<file path="src/rtl/cam_pixel_capture.sv">
// -----------------------------------------------------------------------------
// cam_pixel_capture
//
// Camera front-end stage in front of the Nios camera PIO input port. The raw
// 8-bit camera bus (pclk/href/vsync/data) is oversampled in the system clock
// domain. Pairs of bytes are assembled into RGB565 pixels, and each pixel is
// reduced to RGB555. The block also tracks pixel/line position and frame
// status so that software can pace its reads.
//
// Parameters
//   H_ACTIVE      pixels per line; col saturates at H_ACTIVE-1
//   V_ACTIVE      lines per frame; row saturates at V_ACTIVE-1
//
// Ports
//   clk           system clock; all logic is in this domain
//   reset_n       asynchronous, active-low reset
//   cam_pclk      raw camera pixel clock, sampled as data
//   cam_href      raw line-valid, active-high
//   cam_vsync     raw frame sync, high during vertical blanking
//   cam_data      raw camera byte
//   enable        capture enable; 0 forces IDLE
//   pixel_out     last completed pixel {R[4:0],G[5:1],B[4:0]}
//   pixel_valid   one-clk pulse when pixel_out updates
//   frame_start   one-clk pulse on a vsync falling edge while enabled
//   col           index of the current pixel within its line
//   row           index of the current line within its frame
//   odd_byte_err  sticky: href fell with half a pixel pending; cleared on
//                 frame_start
// -----------------------------------------------------------------------------
module cam_pixel_capture #(
  parameter int H_ACTIVE = 640,
  parameter int V_ACTIVE = 480
) (
  input  logic        clk,
  input  logic        reset_n,
  input  logic        cam_pclk,
  input  logic        cam_href,
  input  logic        cam_vsync,
  input  logic [7:0]  cam_data,
  input  logic        enable,
  output logic [14:0] pixel_out,
  output logic        pixel_valid,
  output logic        frame_start,
  output logic [9:0]  col,
  output logic [8:0]  row,
  output logic        odd_byte_err
);

  localparam logic [9:0] COL_MAX = 10'(H_ACTIVE - 1);
  localparam logic [8:0] ROW_MAX = 9'(V_ACTIVE - 1);

  typedef enum logic [1:0] {
    S_IDLE,
    S_WAIT_FRAME,
    S_BYTE_HI,
    S_BYTE_LO
  } state_t;

  state_t r_state;
  state_t w_state_nxt;

  // Synchroniser chains. Index 2 of pclk/vsync is the previous-value flop
  // used for edge detection.
  logic [2:0] r_pclk_sync;
  logic [2:0] r_vs_sync;
  logic [1:0] r_href_sync;
  logic [7:0] r_data_s1;
  logic [7:0] r_data_s2;

  logic [7:0] r_hi;            // high byte of the pixel being assembled
  logic       r_href_prev;     // href as sampled at the previous pclk rise
  logic       r_line_has_pix;  // at least one pixel completed in this line

  logic w_pclk_rise;
  logic w_vs_fall;
  logic w_href;
  logic w_href_fall;
  logic w_restart;
  logic w_latch_hi;
  logic w_pixel_done;
  logic w_odd;
  logic w_line_end;

  // NOTE: sequential state is always written with non-blocking assignments so
  // every flop samples pre-edge values, which keeps the synchroniser chains
  // shifting one stage per clock instead of collapsing into a wire.
  always_ff @(posedge clk or negedge reset_n) begin
    if (!reset_n) begin
      r_pclk_sync <= '0;
      r_vs_sync   <= '0;
      r_href_sync <= '0;
      r_data_s1   <= '0;
      r_data_s2   <= '0;
    end else begin
      r_pclk_sync <= {r_pclk_sync[1:0], cam_pclk};
      r_vs_sync   <= {r_vs_sync[1:0], cam_vsync};
      r_href_sync <= {r_href_sync[0], cam_href};
      // Data is only consumed in the pclk_rise cycle, when the camera has
      // held it stable for several clks, so a per-bit two-flop chain is safe.
      r_data_s1   <= cam_data;
      r_data_s2   <= r_data_s1;
    end
  end

  assign w_pclk_rise = r_pclk_sync[1] & ~r_pclk_sync[2];
  assign w_vs_fall   = ~r_vs_sync[1] & r_vs_sync[2];
  assign w_href      = r_href_sync[1];
  // href is only meaningful at pclk rises, so its falling edge is detected in
  // that sample stream rather than on the raw oversampled signal.
  assign w_href_fall = w_pclk_rise & ~w_href & r_href_prev;

  // FSM state register.
  always_ff @(posedge clk or negedge reset_n) begin
    if (!reset_n) r_state <= S_IDLE;
    else          r_state <= w_state_nxt;
  end

  // NOTE: every signal written here gets a default before the case statement,
  // so no path leaves one unassigned and no latch is inferred.
  always_comb begin
    w_state_nxt  = r_state;
    w_restart    = 1'b0;
    w_latch_hi   = 1'b0;
    w_pixel_done = 1'b0;
    w_odd        = 1'b0;
    w_line_end   = 1'b0;

    if (!enable) begin
      w_state_nxt = S_IDLE;
    end else begin
      unique case (r_state)
        S_IDLE: w_state_nxt = S_WAIT_FRAME;

        S_WAIT_FRAME: begin
          if (w_vs_fall) begin
            w_restart   = 1'b1;
            w_state_nxt = S_BYTE_HI;
          end
        end

        S_BYTE_HI, S_BYTE_LO: begin
          // A frame restart outranks a coincident byte; the byte is dropped
          // along with any pending high byte.
          if (w_vs_fall) begin
            w_restart   = 1'b1;
            w_state_nxt = S_BYTE_HI;
          end else if (w_pclk_rise) begin
            w_line_end = w_href_fall & r_line_has_pix;
            if (r_state == S_BYTE_HI) begin
              if (w_href) begin
                w_latch_hi  = 1'b1;
                w_state_nxt = S_BYTE_LO;
              end
            end else begin
              if (w_href) w_pixel_done = 1'b1;
              else        w_odd        = 1'b1;
              w_state_nxt = S_BYTE_HI;
            end
          end
        end

        default: w_state_nxt = S_IDLE;
      endcase
    end
  end

  // Datapath and status outputs.
  always_ff @(posedge clk or negedge reset_n) begin
    if (!reset_n) begin
      pixel_out      <= '0;
      pixel_valid    <= 1'b0;
      frame_start    <= 1'b0;
      col            <= '0;
      row            <= '0;
      odd_byte_err   <= 1'b0;
      r_hi           <= '0;
      r_href_prev    <= 1'b0;
      r_line_has_pix <= 1'b0;
    end else begin
      pixel_valid <= w_pixel_done;
      frame_start <= w_restart;

      if (w_pclk_rise) r_href_prev <= w_href;

      if (w_restart) begin
        col            <= '0;
        row            <= '0;
        odd_byte_err   <= 1'b0;
        r_line_has_pix <= 1'b0;
      end else begin
        if (w_latch_hi) r_hi <= r_data_s2;

        if (w_pixel_done) begin
          // RGB565 {r_hi, data} -> RGB555: drop the green LSB (data[5]).
          pixel_out      <= {r_hi, r_data_s2[7:6], r_data_s2[4:0]};
          r_line_has_pix <= 1'b1;
          if (col != COL_MAX) col <= col + 10'd1;
        end

        if (w_odd) odd_byte_err <= 1'b1;

        if (w_line_end) begin
          col            <= '0;
          r_line_has_pix <= 1'b0;
          if (row != ROW_MAX) row <= row + 9'd1;
        end
      end
    end
  end

endmodule
</file>
<file path="config.mk">
export PLATFORM = sky130hd
export DESIGN_NAME = cam_pixel_capture
export DESIGN_NICKNAME = d
export VERILOG_FILES = /design/src/rtl/cam_pixel_capture.sv
export SDC_FILE = /design/constraint.sdc
export NUM_CORES = 1
export LEC_CHECK = 0
export BUFFER_PORTS_ARGS = -buffer_cell sky130_fd_sc_hd__buf_4
export CAP_MARGIN = 20
export CORE_ASPECT_RATIO = 1.4
export CORE_MARGIN = 5
export CORE_UTILIZATION = 59
export DETAILED_ROUTE_END_ITERATION = 16
export PLACE_DENSITY = 0.94
export SLEW_MARGIN = 10
export SYNTH_ARGS = -nofsm -noshare
export SYNTH_HDL_FRONTEND = slang
export SYNTH_SLANG_ARGS = --single-unit
</file>
<file path="constraint.sdc">
create_clock -name clk -period 2.5 [get_ports clk]
set_input_delay 0.375 -clock clk [delete_from_list [all_inputs] [get_ports clk]]
set_output_delay 0.375 -clock clk [all_outputs]
set_load 0.005 [all_outputs]
</file>
# Word-level counts from Yosys, hierarchy flattened

Cells that the tools add are included.

Register bits after elaboration: 73
Bits in latches: 0
RAM bits: 0
Bits in read-only memories: 0
Input bits: 14
Output and inout port bits: 37
Word-level logic and storage cells: 90
Memories: 0

Add/subtract/negate cells: 2
Multipliers: 0
Div/mod/pow operators: 0
Order comparisons: 0
Equality and inequality tests: 8
Shift-type cells: 0
Mux-type cells: 43
Bitwise gates (word level): 9
Reductions and logical operators: 13

Operators with widths:

| cell                  | count |
|---|---|
| $mux 10               | 4 |
| $mux 1                | 29 |
| $mux 9                | 3 |
| $mux 2                | 6 |
| $add 10x1->10 const B | 1 |
| $ne 10x10->1 const B  | 1 |
| $add 9x1->9 const B   | 1 |
| $ne 9x9->1 const B    | 1 |
| $reduce_and 2->1      | 4 |
| $pmux 2 s3            | 1 |
| $reduce_bool 2->1     | 3 |
| $reduce_bool 3->1     | 2 |
| $and 1x1->1           | 5 |
| $ne 5x5->1 const B    | 1 |
| $eq 2x2->1 const B    | 2 |
| $ne 4x4->1 const B    | 1 |
| $not 1->1             | 4 |
| $ne 3x3->1 const B    | 1 |
| $reduce_and 3->1      | 1 |
| $reduce_or 3->1       | 1 |
| $eq 2x1->1 const B    | 1 |
| $logic_not 2->1       | 1 |
| $reduce_or 2->1       | 1 |

# Longest topological paths before layout

Word-level depth: 11
Gate-level depth with buffers: 7
Depth with buffers taken out: 5

# Worst setup path after synthesis

No wires, ideal clock.

Kind: reg-to-reg
From: register row[0]
To: register row[8]
Arrival time: 1.673 ns
Path slack: 0.761 ns
Cell stages (with the launch flop): 6
Period minus slack after synthesis: 1.739 ns
Cells stage by stage: dfrtp_1 -> ha_1 -> nand4_1 -> or4_1 -> or4_1 -> nand2_1

Longest elaborated chain between the ends: 4
Elaborated cells between the ends (all ways): 7

Ends and longest elaborated chain:

| element                  | RTL line | text |
|---|---|---|
| start: declaration       | 45       | `output logic [8:0] row,` |
| start signal: assignment | 205      | `if (row != ROW_MAX) row <= row + 9'd1;` |
| $add 9x1->9              | 205      |  |
| $mux 9                   | 205      |  |
| $mux 9                   | 202      | `if (w_line_end) begin` |
| $mux 9                   | 185      | `if (w_restart) begin` |

Several ways; a longest one is shown, not always the timed one. The select of a mux whose other input is x is not followed.
A chain may end at the register's enable or synchronous reset.

# Final worst setup path

From: register col[1]
To: register col[6]

Longest elaborated chain between the ends: 5
Elaborated cells between the ends (all ways): 8

Ends and longest elaborated chain:

| element                  | RTL line | text |
|---|---|---|
| start: declaration       | 44       | `output logic [9:0] col,` |
| start signal: assignment | 197      | `if (col != COL_MAX) col <= col + 10'd1;` |
| $add 10x1->10            | 197      |  |
| $mux 10                  | 197      |  |
| $mux 10                  | 193      | `if (w_pixel_done) begin` |
| $mux 10                  | 202      |  |
| $mux 10                  | 185      |  |

Several ways; a longest one is shown, not always the timed one. The select of a mux whose other input is x is not followed.

==> metrics.txt <==
status complete, no violations; pin count of the biggest net entering global routing 74; gr ovfl total 0; critical path startpoint category flip-flop; H-tree depth 3; crit path launch col[1]; Setup-failing EPs final 0; Synth Register Bits 73; DRC Markers 0; cell area after layout 3500 um^2; RSZ-0062 raised after global routing no; post-synth net total 259; clock transition time at the flip-flop clock pins of the worst setup and hold paths 80 ps; Max Clock Freq 0.521 GHz; core area 4610 um^2; final period utilization 76.7%; Post-synth EDFFs 0; number of nets still failing antenna checks after routing 0; Max Root-Sink Buffers 2; CTS Root Cell clkbuf_8; Hold Crit Start cam_data[2]; Leak 1.72 nW; Yosys cell types 39; CP Class reg2reg; Setup TNS 0 ps; Crit Reg-Reg Startpoint col[1]; Chip Width 68.6 um; Via density 5.77; most frequent cells in the layout dfrtp_1, nand2_1, buf_4; cell count after placement 350; Final Hold Vio Count 0; CTS buffer count 9; sequential share of the synthesized area 64.4%; die area 6310 um^2; dpl hpwl 3780 um; GRT Total Usage 20.8%; PortBufs 50; DRT iter0 DRCs 189; Cell Chain, Critical Path ha_1 -> nand3_1 -> or2_2 -> or4_1 -> a21oi_1; share of layout cells above drive strength 1 26.6%; first-pass GRT wire length 9850 um; actual slew at the worst max-slew pin 877 ps; cell row count 29; Critical Path AT 2200 ps; vias post-DR 2111; Worst Slack Setup Final 581 ps; Max Cap Viol 0; Mapped Cells 243; ys flop type dfrtp_1; DRT Pass-1 Iters 4; commonest non-fill, non-tap cell in the layout dfrtp_1; Ys Warns 0; Setup crit end kind flip-flop; Post-CTS Resized 0; Starting Density 61.5%; Placement Cell Area 3270 um^2; Sink Count 73; post-synthesis cell area 2840 um^2; Max Slew Vio Count 0; initial antenna violation count 0; fin crit period 1920 ps; syn_area_per_cell 11.7 um^2; Peak VDD IR 0.762 mV; Syn-to-layout area delta 23.3%; CP peak stage delay 480 ps; boundary pin count 51; P per Cell Area 682 nW/um^2; Crit Path Max Fanout 5; Crit path buffers/inverters 0; Skew-Pair Late Insertion Delay 350 ps; chip height 92.0 um; Final Net Count 315; Layout Cells excl Fill 366; slowest CP cell or4_1; Final GP Congestion 0.841; clk_skew 11.4 ps; Critical Path RT 2780 ps; Antenna Cells 0; wire per inst 16.2 um; setup bufs post-CTS 0; Top delay family on crit path simple AND/OR/NAND/NOR gates; vias in the first global route 2091; dpl ws 580 ps; CTS tree done; routed wire length 5910 um; FFs w/ async S/R, synth 100%; hold buffers post-CTS 0; min-delay worst type in2reg; total power draw 2.39 mW; Slew HR 41.5%
[synth_stat cells (3+ instances only)]
library cell / number / area (um^2)
nand3_1: 7 / 35.0
a21oi_1: 11 / 55.1
inv_1: 5 / 18.8
nand4_1: 3 / 18.8
nor2_1: 6 / 22.5
nand4b_1: 3 / 26.3
o31ai_1: 13 / 97.6
o211ai_1: 5 / 37.5
mux2_2: 9 / 101
or4_1: 12 / 90.1
clkbuf_1: 5 / 18.8
nand2_1: 58 / 218
dfrtp_1: 73 / 1830
o21a_1: 3 / 22.5
[cells by family (layout without fill, tap and decap cells)]
kind of cell	count (synthesis)	in the layout	share of synthesized area (%)
AO/OA/AOI/OAI	38	38	9.18
XOR/XNOR	1	1	0.309
adder cells (fa/ha/maj)	2	2	0.882
buffers and inverters	13	74	2.03
flip-flops	73	73	64.4
multiplexers	11	11	4.28
AND/OR/NAND/NOR	105	105	18.9
[flip-flops by register name, summed over array words and instances, names as in the netlist]
| name | flops |
|---|---|
| r_data_s1 | 8 |
| pixel_out | 15 |
| row | 9 |
| r_hi | 8 |
| r_href_prev | 1 |
| col | 10 |
| r_line_has_pix | 1 |
| r_href_sync | 2 |
| odd_byte_err | 1 |
| r_data_s2 | 8 |
| pixel_valid | 1 |
| r_state | 2 |
| frame_start | 1 |
| r_pclk_sync | 3 |
| r_vs_sync | 3 |
[metal layers]
| metal | GRT usage [%] | part of all wire [%] | vias to the layer above |
|---|---|---|---|
| met3 | 5.13 | 6.2 | 17 |
| met4 | 8.46 | 2.1 | 0 |
| met5 | 0 | 0 | - |
| met2 | 34.5 | 54 | 82 |
| met1 | 25.2 | 38 | 1032 |
| li1 | - | - | 980 |
[layout make-up]
cell class              instances  area (um^2)
flip-flops and latches         73         1830
fillers                       313         1110
multi-input cells             157          951
repair buffers                 52          390
clock buffers                  10          138
clock inverters                 6         90.1
well taps                      62         77.6
inverters                       6         22.5
[power by group]
group | internal [mW] | total (mW) | switching [mW]
logic | 0.0472 | 0.0973 | 0.0501
clock network | 0.592 | 1.03 | 0.442
registers | 1.23 | 1.25 | 0.0289
total | 1.86 | 2.39 | 0.521
[through the flow]
step,util [%],hold WS (ps)
6_report,75.9,133
5_1_grt,75.9,114
4_1_cts,75.9,122
3_5_place_dp,70.9,336
3_3_place_gp,70.9,332
2_1_floorplan,-,79.4
[path summary, 6_finish.rpt]
| path | to | slack [ps] | cells past startpoint |
|---|---|---|---|
| setup / recovery | col[6] | 580 | 5 |
| hold / removal | r_data_s1[2] | 130 | 1 |
| setup reg to reg | col[6] | 580 | 5 |
| hold reg to reg | r_data_s2[4] | 350 | 0 |
| max in group asynchronous | pixel_out[8] | 1780 | 1 |
| min in group asynchronous | row[8] | 140 | 1 |
Note: power is estimated with default switching activity, not from simulation.
